`src/rtl/mux_pkg.sv`:
```
// Shared definitions for the N-channel arbitrated mux.
//   MUX_ARB_FIXED / MUX_ARB_RR : arbitration policy selectors for MODE
//   lock_state_t               : burst-lock state encoding
//   mux_clog2 / mux_selw       : channel-index width helpers
package mux_pkg;

  localparam int MUX_ARB_FIXED = 0;
  localparam int MUX_ARB_RR    = 1;

  typedef enum logic {
    ST_UNLOCKED = 1'b0,
    ST_LOCKED   = 1'b1
  } lock_state_t;

  function automatic int mux_clog2(input int value);
    int res;
    res = 0;
    while ((1 << res) < value) begin
      res = res + 1;
    end
    return res;
  endfunction

  // A channel index is always at least one bit wide, even for N=1.
  function automatic int mux_selw(input int n);
    return (mux_clog2(n) < 1) ? 1 : mux_clog2(n);
  endfunction

endpackage

```
`src/rtl/rr_pick.sv`:
```
// Combinational rotating-base priority picker.
//   req     : per-channel request vector
//   base    : index that has highest priority; priority falls off in
//             increasing index order, wrapping from N-1 back to 0
//   gnt     : index of the winning request (0 when nothing requests)
//   any_gnt : high when at least one request is present
// base is assumed to be < N, so gnt never reaches N.
module rr_pick #(
  parameter int N    = 4,
  parameter int SELW = 2
) (
  input  logic [N-1:0]    req,
  input  logic [SELW-1:0] base,
  output logic [SELW-1:0] gnt,
  output logic            any_gnt
);

  int idx;

  // Scan offsets from farthest to nearest so the nearest requester
  // (smallest offset from base) is the last one written and wins.
  always_comb begin
    gnt     = '0;
    any_gnt = 1'b0;
    idx     = 0;
    for (int k = N - 1; k >= 0; k--) begin
      idx = int'(base) + k;
      if (idx >= N) begin
        idx = idx - N;
      end
      if (req[idx[SELW-1:0]]) begin
        gnt     = idx[SELW-1:0];
        any_gnt = 1'b1;
      end
    end
  end

endmodule

```
`src/rtl/mux_arb_nx.sv`:
```
// N-channel, W-bit arbitrated mux with burst locking and one registered
// output stage.
//   clk, rst_n : clock and asynchronous active-low reset
//   in_data    : channel i occupies bits [i*W +: W]
//   in_valid   : per-channel beat valid
//   in_last    : per-channel last beat of a burst
//   in_ready   : per-channel accept, at most one bit high
//   out_data   : registered data of the selected beat
//   out_valid  : output register holds a beat
//   out_last   : registered in_last of that beat
//   out_sel    : channel index the held beat came from
//   out_ready  : downstream accept
// MODE selects fixed priority (lowest index wins) or round-robin. Once a
// channel sends a non-last beat it owns the path until its last beat.
module mux_arb_nx
  import mux_pkg::*;
#(
  parameter int W    = 32,
  parameter int N    = 4,
  parameter int MODE = 1
) (
  input  logic                          clk,
  input  logic                          rst_n,
  input  logic [N*W-1:0]                in_data,
  input  logic [N-1:0]                  in_valid,
  input  logic [N-1:0]                  in_last,
  output logic [N-1:0]                  in_ready,
  output logic [W-1:0]                  out_data,
  output logic                          out_valid,
  output logic                          out_last,
  output logic [mux_selw(N)-1:0]        out_sel,
  input  logic                          out_ready
);

  localparam int SELW = mux_selw(N);

  lock_state_t     state_reg, state_next;
  logic [SELW-1:0] lock_ch_reg, lock_ch_next;
  logic [SELW-1:0] base;
  logic [SELW-1:0] pick_gnt;
  logic            pick_any;
  logic [SELW-1:0] gnt;
  logic [W-1:0]    sel_data;
  logic            sel_last;
  logic            sel_valid;
  logic            load_en;
  logic            accept;

  // Round-robin keeps a rotating pointer; fixed priority always scans
  // from channel 0.
  generate
    if (MODE == MUX_ARB_RR) begin : g_rr
      logic [SELW-1:0] ptr_reg;

      always_ff @(posedge clk or negedge rst_n) begin
        if (!rst_n) begin
          ptr_reg <= '0;
        end else if (accept && sel_last) begin
          ptr_reg <= (gnt == SELW'(N - 1)) ? '0 : gnt + SELW'(1);
        end
      end

      assign base = ptr_reg;
    end else begin : g_fixed
      assign base = '0;
    end
  endgenerate

  rr_pick #(
    .N    (N),
    .SELW (SELW)
  ) u_pick (
    .req     (in_valid),
    .base    (base),
    .gnt     (pick_gnt),
    .any_gnt (pick_any)
  );

  // While locked, only the owning channel is a candidate, even when it
  // has no beat ready: other channels must not fill the gap.
  assign gnt = (state_reg == ST_LOCKED) ? lock_ch_reg : pick_gnt;

  always_comb begin
    sel_data  = '0;
    sel_last  = 1'b0;
    sel_valid = 1'b0;
    for (int i = 0; i < N; i++) begin
      if (gnt == SELW'(i)) begin
        sel_data  = in_data[i*W +: W];
        sel_last  = in_last[i];
        sel_valid = in_valid[i];
      end
    end
  end

  assign load_en = ~out_valid | out_ready;
  assign accept  = rst_n & load_en & sel_valid;

  generate
    for (genvar gi = 0; gi < N; gi++) begin : g_ready
      assign in_ready[gi] = accept & (gnt == SELW'(gi));
    end
  endgenerate

  // Output stage: a load takes precedence over draining.
  always_ff @(posedge clk or negedge rst_n) begin
    if (!rst_n) begin
      out_valid <= 1'b0;
      out_data  <= '0;
      out_last  <= 1'b0;
      out_sel   <= '0;
    end else if (accept) begin
      out_valid <= 1'b1;
      out_data  <= sel_data;
      out_last  <= sel_last;
      out_sel   <= gnt;
    end else if (out_ready) begin
      out_valid <= 1'b0;
    end
  end

  // Burst-lock state register.
  always_ff @(posedge clk or negedge rst_n) begin
    if (!rst_n) begin
      state_reg   <= ST_UNLOCKED;
      lock_ch_reg <= '0;
    end else begin
      state_reg   <= state_next;
      lock_ch_reg <= lock_ch_next;
    end
  end

  always_comb begin
    state_next   = state_reg;
    lock_ch_next = lock_ch_reg;
    if (accept) begin
      case (state_reg)
        ST_UNLOCKED: begin
          if (!sel_last) begin
            state_next   = ST_LOCKED;
            lock_ch_next = gnt;
          end
        end
        ST_LOCKED: begin
          if (sel_last) begin
            state_next = ST_UNLOCKED;
          end
        end
        default: state_next = ST_UNLOCKED;
      endcase
    end
  end

endmodule

```
`config.mk`:
```
export PLATFORM = sky130hd
export DESIGN_NAME = mux_arb_nx
export DESIGN_NICKNAME = d
export VERILOG_FILES = /design/src/rtl/mux_pkg.sv /design/src/rtl/rr_pick.sv /design/src/rtl/mux_arb_nx.sv
export SDC_FILE = /design/constraint.sdc
export NUM_CORES = 1
export LEC_CHECK = 0
export ABC_AREA = 1
export CAP_MARGIN = 25
export CORE_MARGIN = 2
export CORE_UTILIZATION = 35
export CTS_CLUSTER_DIAMETER = 80
export DETAILED_ROUTE_END_ITERATION = 12
export DONT_BUFFER_PORTS = 1
export PLACE_DENSITY = 0.54
export SLEW_MARGIN = 20
export SYNTH_ARGS = -nofsm -noshare
export SYNTH_HDL_FRONTEND = slang
export SYNTH_SLANG_ARGS = --single-unit
```
`constraint.sdc`:
```
create_clock -name clk -period 7.2 [get_ports clk]
set_input_delay 1.08 -clock clk [delete_from_list [all_inputs] [get_ports clk]]
set_output_delay 1.08 -clock clk [all_outputs]
set_load 0.01 [all_outputs]
```
**After elaboration in Yosys (flattened, before gate mapping)**

Cells that the tools add are included.

- Eq/ne operators: 3
- $lt $le $gt $ge: 8
- Reductions and logical operators: 4
- $add $sub $neg: 8
- Bitwise logic cells: 10
- Muxes and demuxes: 33

Operators with widths:

| operator | count |
|---|---|
| 32-bit two-way mux | 4 |
| 2-bit two-way mux | 10 |
| 1-bit two-way mux | 15 |
| 2-bit by 3-bit < comparator with 1-bit output, second input constant | 4 |
| 3-bit >= comparator, second input constant | 3 |
| 1-bit binary-select mux with 2-bit select | 4 |
| 2-bit by 1-bit subtractor with 2-bit output, second input constant | 4 |
| 2-bit by 2-bit adder with 3-bit output, second input constant | 2 |
| 1-bit AND | 6 |
| 2-bit equality test, second input constant | 2 |
| 2-bit by 1-bit adder with 3-bit output, second input constant | 1 |
| 2-bit by 3-bit >= comparator with 1-bit output, second input constant | 1 |
| 1-bit inverter | 3 |
| 3-bit AND reduction | 1 |
| 2-bit by 1-bit adder with 2-bit output, second input constant | 1 |
| 2-bit by 1-bit equality test with 1-bit output, second input constant | 1 |
| 2-bit logical NOT | 1 |
| 2-bit nonzero test | 1 |
| 1-bit logical AND | 1 |
| 1-bit bitwise OR | 1 |

- Flip-flop bits (word level): 41

**Logic depth before layout (Yosys ltp)**

- Depth after elaboration: 17
- Depth in mapped cells: 24
- Gate-level depth less buffers: 22

**By module**

From an unflattened synthesis, not the netlist that was laid out.

- Cell total of the unflattened synthesis: 468
- Area total of the unflattened synthesis: 2,991.6 um2

By module, submodules not included:

| module | instances | cells each | area each (um2) |
|---|---|---|---|
| mux_arb_nx | 1 | 424 | 2,776.4 |
| rr_pick | 1 | 44 | 215.2 |

**Worst setup path before layout**

Ideal clock, no wire load.

- Path type: input -> output
- From: in in_valid[0]
- To: out in_ready[0]
- Data arrival time: 2.762 ns
- Required time: 6.120 ns
- Setup slack: 3.358 ns
- Cell stages on the path: 18
- Buffers on the path: 1
- Cells stage by stage: inv_1 > o21ai_0 > nand2_1 > nand2_1 > inv_1 > nand3_1 > nand3_1 > nand2_1 > inv_1 > ha_1 > buf_6 > inv_4 > nand2_1 > o22ai_2 > nand2_2 > nand2_2 > nand2_4 > nor2_1

- Longest elaborated chain between the ends: 14

RTL lines:

| element | line | source |
|---|---|---|
| start: declaration | mux_arb_nx.sv:25 | `input logic [N-1:0] in_valid,` |
| 1-bit binary-select mux with 2-bit select | rr_pick.sv:31 | `if (req[idx[SELW-1:0]]) begin` |
| 1-bit two-way mux (implied by the code) | rr_pick.sv:31 |  |
| 2-bit two-way mux (3 in series) | rr_pick.sv:31 |  |
| 2-bit two-way mux (*) | rr_pick.sv:31 |  |
| 2-bit two-way mux (*) | mux_arb_nx.sv:81 | `assign gnt = (state_reg == ST_LOCKED) ? lock_ch_reg : pick_gnt;` |
| via gnt[0] | mux_arb_nx.sv:42 | `logic [SELW-1:0] gnt;` |
| 2-bit logical NOT | mux_arb_nx.sv:88, mux_arb_nx.sv:101 |  |
| 1-bit two-way mux (4 in series) | mux_arb_nx.sv:88 | `if (gnt == SELW'(i)) begin` |
| 1-bit AND | mux_arb_nx.sv:97 | `assign accept = rst_n & load_en & sel_valid;` |
| 1-bit AND (*) | mux_arb_nx.sv:101 | `assign in_ready[gi] = accept & (gnt == SELW'(gi));` |
| end: declaration | mux_arb_nx.sv:27 | `output logic [N-1:0] in_ready,` |

Mark *: on every way through the listed nets, which the timed path passes. The rest lies on a longest branch. The select of a mux whose other input is x is not followed.

**Final worst setup path**

- From: in in_valid[0]
- To: out in_ready[2]

- Longest elaborated chain between the ends: 14

RTL lines:

| element | line |
|---|---|
| 1-bit binary-select mux with 2-bit select | rr_pick.sv:31 |
| 1-bit two-way mux (implied by the code) | rr_pick.sv:31 |
| 2-bit two-way mux (3 in series) | rr_pick.sv:31 |
| 2-bit two-way mux (*) | rr_pick.sv:31 |
| 2-bit two-way mux (*) | mux_arb_nx.sv:81 |
| via gnt[0] | mux_arb_nx.sv:42 |
| 2-bit logical NOT | mux_arb_nx.sv:88 |
| 1-bit two-way mux (4 in series) | mux_arb_nx.sv:88 |
| 1-bit AND | mux_arb_nx.sv:97 |
| 1-bit AND (*) | mux_arb_nx.sv:101 |

Marked as above.

==> results.json <==
{
  "layout.cell_area.non_filler_sq_um": 2910,
  "outcome": "finished, final reports clean",
  "layout-drive-gt1-share": 0.0601,
  "drc": 0,
  "core_area_sq_um": 7690,
  "final.period_utilization": 0.649,
  "grt_pass1_wl_mm": 12.2,
  "numPlacedInstances": 475,
  "antenna-diode-count": 0,
  "grt_overflow_total": 0,
  "tightestPinTransition_ns": 0.677,
  "max_stage_delay_ns": 0.59,
  "yosys.cell_types.count": 21,
  "finalHoldViolations": 0,
  "chipWidth_um": 92.6,
  "fin_hold_ws_ns": 0.477,
  "power_leakage_nw": 1.21,
  "vias_per_cell": 5.48,
  "final_cell_count_no_fill": 485,
  "start_kind": "input pin",
  "worst_clock_skew_ns": 0.00710,
  "timing.final.ws_setup_ns": 2.53,
  "htreeDepth": 2,
  "cts.sinks": 41,
  "grt_start_max_net_pins": 68,
  "reg2reg_slack_ns": 3.18,
  "synth.yosys.seq_area_share": 0.373,
  "rsz0062_at_grt": "false",
  "startpoint": "in_valid[0]",
  "violation_count_after_the_first_detailed_route_iteration": 114,
  "hpwlAfterDp_mm": 5.83,
  "pwr_density_cell_nw_per_um2": 602,
  "clock_latency_ns": 0.29,
  "clock_root_buffer_master": "clkbuf_8",
  "routability_congestion": 0.981,
  "die_area_sq_um": 8580,
  "drt_pre_antenna_iters": 4,
  "reg2reg_from": "base[0]",
  "clk_path_buf_depth": 2,
  "final_net_count": 525,
  "drt-total-wl_mm": 8.03,
  "largest_reg_flops": 32,
  "initial_utilization": 0.358,
  "area_growth_pct": 5.73,
  "comb_power_share": 0.618,
  "grt_antenna_before_repair": 0,
  "end_kind": "primary output",
  "period_minus_slack_ns": 4.67,
  "cts_resized": 0,
  "seqPwrFrac": 0.285,
  "finalSetupViolations": 0,
  "critical-path-top-cell-by-count": "nand2_1",
  "post_cts_buffers": 0,
  "postPlaceCellArea_sq_um": 2760,
  "route.detailed.wl_per_inst_um": 16.6,
  "registers.top_by_ff_count": "out_data",
  "numPortBuffers": 0,
  "synth_area_sq_um": 2750,
  "postSynthNetCount": 542,
  "vias_in_the_first_global_route": 2453,
  "place_worst_setup_slack_ns": 1.92,
  "yosys_register_bits": 41,
  "setup-tns-final_ns": 0,
  "design_internal_power_w": 0.000825,
  "row_count": 32,
  "peakVddDrop_mv": 0.544,
  "top_level_ports": 179,
  "critPathMaxFanout": 19,
  "wp_data_required_ns": 6.12,
  "number_of_cts_inserted_buffers": 5,
  "drtAntennaViolNets": 0,
  "cts_tree": "yes",
  "cp_slowest_cell": "ha_1",
  "worst-endpoint-arrival_ns": 3.59,
  "timing.critical_path.cells": "inv_1 > o21ai_0 > nand2_1 > nand2_1 > inv_1 > nand2_1 > nand2_1 > nand3_1 > nand2_1 > inv_1 > ha_1 > buf_4 > a21oi_1 > nand2_2 > nand2_4 > nor2_1",
  "postCtsHoldBufs": 0,
  "normalized_max_slew_margin": 0.549,
  "switching_part_of_the_total_power": 0.529,
  "grt_usage": 0.177,
  "hp-class": "in2async",
  "synth.yosys.warnings": 0,
  "maxClockFrequency_ghz": 0.214,
  "max_cap_viols": 0,
  "critPathKind": "in2out",
  "proportion_of_power_drawn_by_the_clock_network": 0.098,
  "final_max_slew_violation_count": 0,
  "clk_transition_reported_paths_ns": 0.08,
  "power.switching_w": 0.000925,
  "dr_total_vias": 2656,
  "die_height_um": 92.6,
  "postSynthAreaPerCell_sq_um": 6.89,
  "syn-instance-count": 399
}
[worst max-delay path: cells and delay by family]
family	cells	cell delay [ns]
compound gates	2	0.33
simple gates	9	0.97
buf+inv	4	0.58
fa+ha+maj	1	0.59
[stage by stage]
step	power, W	utilization
2_1_floorplan	0.00135	-
3_3_place_gp	0.00152	0.356
3_5_place_dp	0.00156	0.359
4_1_cts	0.00174	0.372
5_1_grt	0.00195	0.378
6_report	0.00175	0.378
[cells in the mapped netlist]
| master | number | share of area |
|---|---|---|
| nor2_1 | 42 | 0.057 |
| a31oi_1 | 32 | 0.073 |
| ha_1 | 4 | 0.018 |
| inv_4 | 1 | 0.0023 |
| buf_1 | 2 | 0.0027 |
| buf_2 | 10 | 0.018 |
| clkinv_1 | 1 | 0.0014 |
| nand2_4 | 1 | 0.0041 |
| inv_2 | 3 | 0.0041 |
| inv_1 | 14 | 0.019 |
| nand2_1 | 140 | 0.19 |
| nand2_2 | 3 | 0.0068 |
| dfrtp_1 | 41 | 0.37 |
| nand3_1 | 10 | 0.018 |
| o22ai_2 | 1 | 0.0045 |
| o21ai_1 | 2 | 0.0036 |
| clkbuf_1 | 12 | 0.016 |
| a21oi_1 | 8 | 0.015 |
| buf_6 | 5 | 0.020 |
| a22oi_1 | 32 | 0.087 |
| o21ai_0 | 35 | 0.064 |
[layer usage]
metal,GRT usage,part of all wire,vias to the layer above
li1,-,-,1308
met5,0,0,-
met4,0.0257,0.0066,0
met3,0.0521,0.10,8
met1,0.220,0.40,1209
met2,0.313,0.49,131
[cell type report]
cell class	instances	area, sq um
Sequential cell	41	1030
Inverter	19	73.8
Clock inverter	1	5.00
Clock buffer	7	96.3
Tap cell	102	128
Fill cell	865	4780
Multi-Input combinational cell	310	1500
Timing Repair Buffer	5	75.1
[final timing paths]
| path | end | cells past startpoint |
|---|---|---|
| max | in_ready[2] | 16 |
| min reg2reg | lock_ch_reg[0] | 2 |
| min | out_data[15] | 0 |
| max reg2reg | base[1] | 21 |
| min in group clk | lock_ch_reg[0] | 2 |
| max in group asynchronous | out_data[12] | 0 |
[cells by family after synthesis]
family,Yosys count,share of synthesized area
AND/OR/NAND/NOR,196,0.278
buffers and inverters,48,0.0846
flip-flops,41,0.373
adder cells (fa/ha/maj),4,0.0182
AO/OA/AOI/OAI,110,0.247
[placed cells by master (no fill, tap or decap), drive strengths merged]
cell | synthesis | final
clkbuf | 12 | 8
nand3 | 10 | 10
buf | 17 | 4
inv | 18 | 18
nor2 | 42 | 42
dfrtp | 41 | 41
clkinv | 1 | 2
o21ai | 37 | 37
a31oi | 32 | 32
ha | 4 | 4
a21oi | 8 | 8
nand2 | 144 | 144
a22oi | 32 | 32
o22ai | 1 | 1
[power groups by stage]
stage	registers (W)	clock network, W	logic, W
after floorplan	0.000468	0	0.000885
after detailed placement	0.000505	0	0.00106
after global placement	0.000503	0	0.00102
final	0.000498	0.000171	0.00108
after global routing	0.000515	0.000188	0.00125
after CTS	0.000502	0.000177	0.00106
Note: power is estimated with default switching activity, not from simulation.
